**src/rtl/fifo_lvl.sv**
```systemverilog
// Show-ahead synchronous FIFO with occupancy level, programmable almost-full/almost-empty flags,
// sticky overflow/underflow flags and a synchronous flush; all state changes on the falling clock edge.
module fifo_lvl #(
  parameter int DATA_W = 8,
  parameter int ADDR_W = 4,
  parameter int AF_TH  = 12,
  parameter int AE_TH  = 2
) (
  input  logic              clk,
  input  logic              reset,
  input  logic              flush,
  input  logic              wr,
  input  logic [DATA_W-1:0] w_data,
  input  logic              rd,
  output logic [DATA_W-1:0] r_data,
  output logic              empty,
  output logic              full,
  output logic              almost_empty,
  output logic              almost_full,
  output logic [ADDR_W:0]   level,
  output logic              overflow,
  output logic              underflow,
  input  logic              clr_err
);

  localparam int DEPTH = 1 << ADDR_W;
  localparam logic [ADDR_W:0] DEPTH_L = {1'b1, {ADDR_W{1'b0}}};
  localparam logic [ADDR_W:0] AF_L    = AF_TH[ADDR_W:0];
  localparam logic [ADDR_W:0] AE_L    = AE_TH[ADDR_W:0];

  logic [DATA_W-1:0] mem [DEPTH];

  logic [ADDR_W-1:0] w_ptr_q, w_ptr_d;
  logic [ADDR_W-1:0] r_ptr_q, r_ptr_d;
  logic [ADDR_W:0]   level_q, level_d;
  logic              empty_q, empty_d;
  logic              full_q, full_d;
  logic              ae_q, ae_d;
  logic              af_q, af_d;
  logic              ovf_q, ovf_d;
  logic              udf_q, udf_d;
  logic              wr_ok, rd_ok;

  // A simultaneous read frees the slot, so a write into a full FIFO is still accepted.
  assign wr_ok = wr & (~full_q | rd);
  assign rd_ok = rd & ~empty_q;

  always_comb begin
    w_ptr_d = w_ptr_q;
    r_ptr_d = r_ptr_q;
    level_d = level_q;
    ovf_d   = ovf_q;
    udf_d   = udf_q;
    if (flush) begin
      w_ptr_d = '0;
      r_ptr_d = '0;
      level_d = '0;
    end else begin
      if (wr_ok) w_ptr_d = w_ptr_q + ADDR_W'(1);
      if (rd_ok) r_ptr_d = r_ptr_q + ADDR_W'(1);
      case ({wr_ok, rd_ok})
        2'b10:   level_d = level_q + (ADDR_W+1)'(1);
        2'b01:   level_d = level_q - (ADDR_W+1)'(1);
        default: level_d = level_q;
      endcase
      ovf_d = (wr & full_q & ~rd) | (ovf_q & ~clr_err);
      udf_d = (rd & empty_q) | (udf_q & ~clr_err);
    end
    empty_d = (level_d == '0);
    full_d  = (level_d == DEPTH_L);
    ae_d    = (level_d <= AE_L);
    af_d    = (level_d >= AF_L);
  end

  always_ff @(negedge clk) begin
    if (!reset) begin
      w_ptr_q <= '0;
      r_ptr_q <= '0;
      level_q <= '0;
      empty_q <= 1'b1;
      full_q  <= 1'b0;
      ae_q    <= 1'b1;
      af_q    <= 1'b0;
      ovf_q   <= 1'b0;
      udf_q   <= 1'b0;
    end else begin
      w_ptr_q <= w_ptr_d;
      r_ptr_q <= r_ptr_d;
      level_q <= level_d;
      empty_q <= empty_d;
      full_q  <= full_d;
      ae_q    <= ae_d;
      af_q    <= af_d;
      ovf_q   <= ovf_d;
      udf_q   <= udf_d;
    end
  end

  // Storage is deliberately left uncleared by reset and flush.
  always_ff @(negedge clk) begin
    if (reset && !flush && wr_ok) mem[w_ptr_q] <= w_data;
  end

  assign r_data       = mem[r_ptr_q];
  assign empty        = empty_q;
  assign full         = full_q;
  assign almost_empty = ae_q;
  assign almost_full  = af_q;
  assign level        = level_q;
  assign overflow     = ovf_q;
  assign underflow    = udf_q;

endmodule

```
**config.mk**
```make
export PLATFORM = sky130hd
export DESIGN_NAME = fifo_lvl
export DESIGN_NICKNAME = d
export VERILOG_FILES = /design/src/rtl/fifo_lvl.sv
export SDC_FILE = /design/constraint.sdc
export NUM_CORES = 1
export LEC_CHECK = 0
export BUFFER_PORTS_ARGS = -buffer_cell sky130_fd_sc_hd__buf_2
export CORE_UTILIZATION = 45
export DETAILED_ROUTE_END_ITERATION = 7
export GPL_TIMING_DRIVEN = 0
export PLACE_DENSITY = 0.59
export REMOVE_ABC_BUFFERS = 1
export SETUP_SLACK_MARGIN = 0.05
export SYNTH_ARGS = -nofsm -noshare
export SYNTH_HDL_FRONTEND = slang
export SYNTH_SLANG_ARGS = --single-unit
```
**constraint.sdc**
```tcl
create_clock -name clk -period 3.7 [get_ports clk]
set_clock_uncertainty 0.1 [all_clocks]
set_input_delay 0.74 -clock clk [delete_from_list [all_inputs] [get_ports clk]]
set_output_delay 0.74 -clock clk [all_outputs]
set_load 0.05 [all_outputs]
```
# Word-level counts from Yosys, hierarchy flattened
# Memories as Yosys holds them, arrays and structs flattened. A register that Yosys moved wholly into a read port is not among the register bits.
# Index checks and enable logic that the tools add are counted.
word_totals:
  reg_bits: 19
  mem_bits_rw: 128
  in_bits: 14
  out_inout_bits: 19
  elab_cells: 45
  n_memories: 1
memory_table:
  columns: ["memory", "depth", "word_bits", "read_ports", "rd_ports_with_merged_regs", "write_ports", "line_no", "text"]
  rows:
  - ["mem", 16, 8, 1, 1, 1, "31", "logic [DATA_W-1:0] mem [DEPTH];"]
op_classes:
  addsub: 4
  magnitude_cmp: 2
  n_eq_ne: 3
  mux: 6
  bitwise_logic: 15
  reduce_logical: 5
op_table:
  columns: ["op", "n"]
  rows:
  - ["$pmux W5 S2", 1]
  - ["$add A4 B1 Y4 const B", 2]
  - ["$mux W4", 2]
  - ["$and A1 B1 Y1", 7]
  - ["$add A5 B1 Y5 const B", 1]
  - ["$eq A5 B5 Y1 const B", 1]
  - ["$ge A5 B4 Y1 const B", 1]
  - ["$le A5 B2 Y1 const B", 1]
  - ["$logic_not A5 Y1", 1]
  - ["$mux W5", 1]
  - ["$not A1 Y1", 5]
  - ["$sub A5 B1 Y5 const B", 1]
  - ["$or A1 B1 Y1", 3]
  - ["$eq A2 B1 Y1 const B", 1]
  - ["$eq A2 B2 Y1 const B", 1]
  - ["$logic_and A1 B1 Y1", 2]
  - ["$mux W1", 2]
  - ["$reduce_or A2 Y1", 1]
  - ["$logic_not A1 Y1", 1]

# Logic depth before layout (Yosys ltp)
# Gate-level depths: netlist (run 1).
logic_depth:
  word_depth: 7
  mapped_depth: 11
  depth_no_buf: 10

==> results of run 1 <==
-- critical path: cells and delay by family (launching register included) --
kind	cells	cell delay [ps]
mux	2	990
buf+inv	3	450
flops	1	390
-- final timing paths --
check | endpoint
setup / recovery | r_data[0]
hold / removal | overflow$_SDFFE_NN0N_
setup reg to reg | almost_full$_SDFF_NN0_
hold reg to reg | overflow$_SDFFE_NN0N_
-- cell type report --
class / instances / area (um2) / share of cell area
multi-input combinational: 147 / 1921 / 0.2332
inverter: 5 / 18.77 / 0.002279
sequential: 151 / 4339 / 0.5269
clock inverter: 164 / 701.9 / 0.08523
tap: 176 / 220.2 / 0.02674
clock buffer: 17 / 425.4 / 0.05166
timing repair buffer: 56 / 609.3 / 0.07399
-- synthesized netlist by cell type, types with 2 or more instances --
master | n | share of area
a21oi_1 | 6 | 0.0049
a31oi_1 | 2 | 0.0020
a41o_1 | 2 | 0.0032
and2_1 | 17 | 0.017
and3_1 | 2 | 0.0020
buf_1 | 3 | 0.0018
buf_2 | 2 | 0.0016
buf_6 | 4 | 0.0073
clkbuf_1 | 5 | 0.0030
dfxtp_1 | 23 | 0.075
edfxtp_1 | 128 | 0.62
ha_1 | 8 | 0.016
inv_1 | 6 | 0.0037
mux2i_1 | 3 | 0.0049
mux4_1 | 32 | 0.14
mux4_2 | 8 | 0.029
nand2_1 | 7 | 0.0043
nand2b_1 | 4 | 0.0041
nand3_1 | 4 | 0.0032
nor2_1 | 15 | 0.0091
nor2b_1 | 4 | 0.0041
nor3_1 | 2 | 0.0016
nor3b_1 | 2 | 0.0024
nor4_1 | 2 | 0.0020
o21ai_0 | 4 | 0.0032
xnor2_1 | 3 | 0.0043
xor2_1 | 6 | 0.0085
-- logic make-up (layout without fill, tap and decap cells) --
| group | Yosys count | after routing | share of synthesized area |
|---|---|---|---|
| AND/OR/NAND/NOR | 66 | 67 | 0.05990 |
| flip-flops | 151 | 151 | 0.6985 |
| buffers and inverters | 21 | 242 | 0.02071 |
| AO/OA/AOI/OAI | 20 | 20 | 0.02132 |
| multiplexers | 43 | 43 | 0.1706 |
| adder cells (fa/ha/maj) | 8 | 8 | 0.01624 |
| XOR/XNOR | 9 | 9 | 0.01279 |
-- cell usage in the layout (no fill, tap or decap), types with 3 or more instances in the layout --
cell	instances
and2_4	16
mux4_2	29
a21oi_2	3
nor2b_1	3
clkinvlp_2	6
nand2_1	6
buf_8	16
dfxtp_4	8
xor2_1	4
buf_2	12
a21oi_1	3
o21ai_0	4
clkbuf_16	17
mux4_1	11
buf_16	3
dfxtp_1	11
bufinv_16	3
ha_1	5
edfxtp_1	128
nand3_1	4
inv_1	160
nor2_1	14
dfxtp_2	4
buf_4	17
buf_6	7
-- per-stage QoR --
stage                     cell area [um2]  power [mW]  hold slack (ps)  setup slack [ps]  utilization
after global placement               6437       2.256            394.2             -2161       0.4842
after detailed placement             6460       2.262            414.5             -1639       0.4859
after global routing                 8235       4.609            450.0             -1382       0.6194
after floorplan                      6057       2.216            379.6             -1385            -
after CTS                            8125       4.402            429.6             -1326       0.6111
final                                8235       4.345            430.1             -1277       0.6194
-- per-layer routing --
layer | wire (um) | global-route usage | share of wire | vias up
li1 | - | - | - | 1698
met1 | 5647 | 0.2311 | 0.40 | 1914
met2 | 7371 | 0.3267 | 0.52 | 135
met3 | 813 | 0.09052 | 0.058 | 20
met4 | 255 | 0.1282 | 0.018 | 0
met5 | 0 | 0 | 0 | -
-- power breakdown --
group	internal, mW	total [mW]	switching, mW
sequential	1.86	1.87	0.00655
combinational	0.0759	0.181	0.105
clock	1.25	2.29	1.05
-- state kept, by name (all words and copies together), names as in the netlist, named ones only --
name          cells
underflow         1
level             5
full              1
mem             128
empty             1
almost_full       1
almost_empty      1
r_ptr_q           4
overflow          1
w_ptr_q           4
-- repair_timing --
item,4_1_cts,5_1_grt
buffers inserted,17,4
pin swaps,11,10
hold endpoints to repair,0,0
endpoints found under the setup margin,156,87
resized for setup,154,17
gates cloned,3,1
==> impl_metrics.csv, run 1 <==
group,metric,value,unit
final_layout,fin_cells,716,
final_layout,fill_cells,992,
die,num_rows,42,
worst_setup_path,cp-start-kind,"register",
global_routing,grt_pass1_vias,4179,
clocking,cts-root-buf,"clkbuf_16",
logic_synthesis,synth-async-reset-ratio,0,
logic_synthesis,synth.avg_cell_area,19.38,um2
outcome,violations,"negative setup slack",
clocking,path_clk_slew,30,ps
clocking,cts_num_sinks,151,
final_layout,antenna_cells,0,
die,die_width,119.0,um
timing,maxSlewHeadroom,0.4895,
placement,place.gp.congestion,0.7885,
die,die_h,119.0,um
worst_setup_path,critical_path_required,2860,ps
logic_synthesis,synthCells,318,
clocking,cts_tree,"built",
route,antenna_left,0,
clocking,cts_buffer_depth,2,
hold_path,worstHoldPathCells,2,
clocking,worstSkewPairLatency,460,ps
worst_setup_path,end_kind,"output port",
worst_setup_path,cp_cell_sequence,"buf_6 -> buf_16 -> mux4_2 -> mux4_2 -> buf_8",
timing,setup_viol,15,
route,drt_iter0_drc,230,
global_routing,antenna_found_initial,0,
worst_setup_path,path_common_cell,"mux4_2",
route,dr.pass1.iters,4,
clocking,cts_hold_buf,0,
worst_setup_path,worstSetupPathType,"register to output port",
timing,slew_violations,0,
hold_path,holdCritPathClass,"register to register",
worst_setup_path,cp_slowest_stage_delay,510,ps
global_routing,grt_overflow_total,0,
logic_synthesis,ys.flop_type,"edfxtp_1",
logic_synthesis,synth_edf_count,128,
logic_synthesis,yosysUniqueCellTypes,41,
worst_setup_path,reg2reg_slack,1190,ps
final_layout,syn2layout_area_growth,33.64,%
worst_setup_path,crit_arrival,4140,ps
die,start_util,0.4635,
run,drv_cap,0,
die,dieArea,14170,um2
clocking,htree_levels,4,
worst_setup_path,worstPathMaxFanout,6,
outcome,status,"finished, violations left",
route,routedWlPerCell,19.67,um
timing,rsz0062_at_grt,"true",
placement,dp.final_hpwl,6760,um
pwr,p_leak,3.330,nW
hold_path,min_from,"overflow$_SDFFE_NN0N_",
route,vias_per_cell,5.261,
timing,hold_violations,0,
clocking,cts_buffers,17,
timing,final.setup.worst_slack,-1277,ps
logic_synthesis,synth_seq_area_share,0.6985,
global_routing,grt_max_degree,22,
placement,port_buffers,32,
worst_setup_path,reg2regPathDepth,12,
logic_synthesis,ys_seq_elements,151,
route,drc_errors,0,
route,route.final.wire_length,14090,um
pwr,power_density,527.6,nW/um2
die,core_area,13300,um2
logic_synthesis,syn_area,6162,um2
placement,placed_cells,512,
global_routing,grt_use_total,0.2073,
timing,fin_setup_tns,-13420,ps
die,io_pins,33,
final_layout,nNetsFinal,551,
final_layout,drive_above_1_share,0.3093,
worst_setup_path,r2r-start,"full$_SDFF_NN0_",
timing,worst_pin_slew,764.7,ps
logic_synthesis,yosys_warnings,0,
pwr,vdd_drop_max,0.3390,mV
route,num_vias,3767,
worst_setup_path,slowest_stage,"mux4_2",
global_routing,grt_pass1_wl,20940,um
No activity file was read; power rests on OpenSTA's default activity.
==> run 2, diff against run 1 <==
--- a/config.mk
+++ b/config.mk
@@ -7,6 +7,7 @@
 export LEC_CHECK = 0
 export BUFFER_PORTS_ARGS = -buffer_cell sky130_fd_sc_hd__buf_2
 export CORE_UTILIZATION = 45
+export CTS_BUF_LIST = sky130_fd_sc_hd__clkbuf_4 sky130_fd_sc_hd__clkbuf_8
 export DETAILED_ROUTE_END_ITERATION = 7
 export GPL_TIMING_DRIVEN = 0
 export PLACE_DENSITY = 0.59
==> run 2 against run 1 <==
The flow still finishes with violations (negative setup slack). Via count shrank 0.37%. Hold slack gained 4.5 ps. Largest power group is now registers. Combinational power is essentially flat. First-iteration DRC count shrank 7.4%. Die area is the same. Non-clock buffer count grew 1. Critical path type unchanged.
==> impl_metrics.csv, run 2 (synthesis gave the netlist of run 1 again) <==
group,metric,value,unit
outcome,status,"finished, violations left",
outcome,violations,"negative setup slack",
hold_path,holdCritPathClass,"register to register",
route,vias_per_cell,5.234,
placement,dp.final_hpwl,6760,um
final_layout,regMostFlops,"mem",
worst_setup_path,end_kind,"output port",
timing,maxSlewHeadroom,0.4893,
route,routedWlPerCell,19.56,um
global_routing,grt_overflow_total,0,
die,die_width,119.0,um
final_layout,drive_above_1_share,0.3272,
clocking,cts_num_sinks,151,
global_routing,grt_max_degree,33,
worst_setup_path,crit_arrival,4200,ps
final_layout,stdcell_area,8083,um2
clocking,cts-root-buf,"clkbuf_8",
worst_setup_path,reg2reg_slack,1210,ps
placement,postPlaceCellArea,6460,um2
placement,place.gp.congestion,0.7885,
pwr,power_density,483.1,nW/um2
die,dieArea,14170,um2
route,drc_errors,0,
timing,worst_pin_slew,765.0,ps
global_routing,grt_util_met2,0.3201,
pwr,p_leak,3.233,nW
route,num_vias,3753,
timing,setup_viol,15,
final_layout,largest_reg_flops,128,
timing,final.setup.worst_slack,-1336,ps
final_layout,nNetsFinal,552,
die,num_rows,42,
final_layout,syn2layout_area_growth,31.17,%
placement,port_buffers,32,
die,start_util,0.4635,
global_routing,grtUsageMet3,0.08238,
clocking,cts_tree,"built",
timing,slew_violations,0,
route,route.final.wire_length,14030,um
global_routing,grt_use_total,0.2038,
worst_setup_path,critical_path_required,2860,ps
timing,hold_violations,0,
run,drv_cap,0,
global_routing,met1_usage,0.2290,
die,io_pins,33,
global_routing,antenna_found_initial,0,
final_layout,layout_commonest_cell,"inv_1",
final_layout,antenna_cells,0,
worst_setup_path,worstPathMaxFanout,6,
worst_setup_path,worstSetupPathType,"register to output port",
clocking,path_clk_slew,50,ps
die,core_area,13300,um2
global_routing,busiest_layer,"met2",
route,antenna_left,0,
worst_setup_path,cp-start-kind,"register",
final_layout,fill_cells,1008,
clocking,cts_buffers,17,
pwr,vdd_drop_max,0.2168,mV
route,dr.pass1.iters,4,
route,drt_iter0_drc,213,
clocking,htree_levels,4,
global_routing,grt_pass1_wl,20640,um
global_routing,grt_pass1_vias,4209,
clocking,worstSkewPairLatency,470,ps
timing,rsz0062_at_grt,"true",
final_layout,layout_common_cells,"inv_1 (160), edfxtp_1 (128), mux4_2 (36)",
timing,finalHoldWorstSlack,434.7,ps
die,die_h,119.0,um
clocking,cts_hold_buf,0,
clocking,cts_buffer_depth,2,
-- run 2: cell count changes in the layout (fill, tap and decap cells not counted), moves of 2 or more --
cell,delta
clkbuf_8,+17
mux4_1,-7
buf_6,-2
clkbuf_16,-17
buf_4,-2
buf_12,+3
buf_8,+2
mux4_2,+7
-- run 2: worst max-delay path, stage by stage (launching register included) --
cell	delay, ps
dfxtp_4	400
buf_12	120
buf_12	130
mux4_2	520
mux4_2	530
buf_8	170
-- run 2: path summary, 6_finish.rpt --
| kind | from | end | cells past startpoint |
|---|---|---|---|
| min reg2reg | w_ptr_q[1]$_SDFFE_NP0P_ | w_ptr_q[1]$_SDFFE_NP0P_ | 2 |
| max reg2reg | empty$_SDFF_NN1_ | empty$_SDFF_NN1_ | 10 |
| max | register | r_data[5] | 5 |
| min | w_ptr_q[1]$_SDFFE_NP0P_ | w_ptr_q[1]$_SDFFE_NP0P_ | 2 |
-- run 2: stage by stage --
stage / instances / power (mW) / util / setup TNS, ps / setup slack [ps]
after global routing: 717 / 4.160 / 0.6079 / -14660 / -1397
final: 717 / 3.905 / 0.6079 / -13830 / -1336
after global placement: 511 / 2.256 / 0.4842 / -165120 / -2161
after detailed placement: 512 / 2.262 / 0.4859 / -161000 / -1639
after floorplan: 303 / 2.216 / - / -70570 / -1385
after CTS: 711 / 3.946 / 0.5964 / -13430 / -1346
-- run 2: repair_timing --
item                       in CTS  in global routing
pin swaps                      11                  9
gates resized for setup       157                 29
setup endpoints to repair     156                146
buffers inserted               16                  5
hold endpoints to repair        0                  0
cloned                          3                  1
-- run 2: layer usage --
metal	part of all wire	wire (um)	up-vias
met5	0	0	-
met2	0.52	7322	136
met4	0.019	270	0
li1	-	-	1689
met3	0.053	748	24
met1	0.41	5683	1904
-- run 2: power breakdown --
group | total (mW) | switching (mW) | internal, mW
logic | 0.184 | 0.105 | 0.0789
clock network | 1.85 | 0.999 | 0.852
registers | 1.87 | 0.00689 | 1.86
-- run 2: cell type report --
class | count | area, um2 | share of cell area
Clock buffer | 17 | 234.0 | 0.02895
Clock inverter | 164 | 701.9 | 0.08684
Inverter | 5 | 18.77 | 0.002322
Sequential cell | 151 | 4340 | 0.5370
Tap cell | 176 | 220.2 | 0.02724
Timing Repair Buffer | 57 | 661.9 | 0.08189
Multi-Input combinational cell | 147 | 1906 | 0.2358
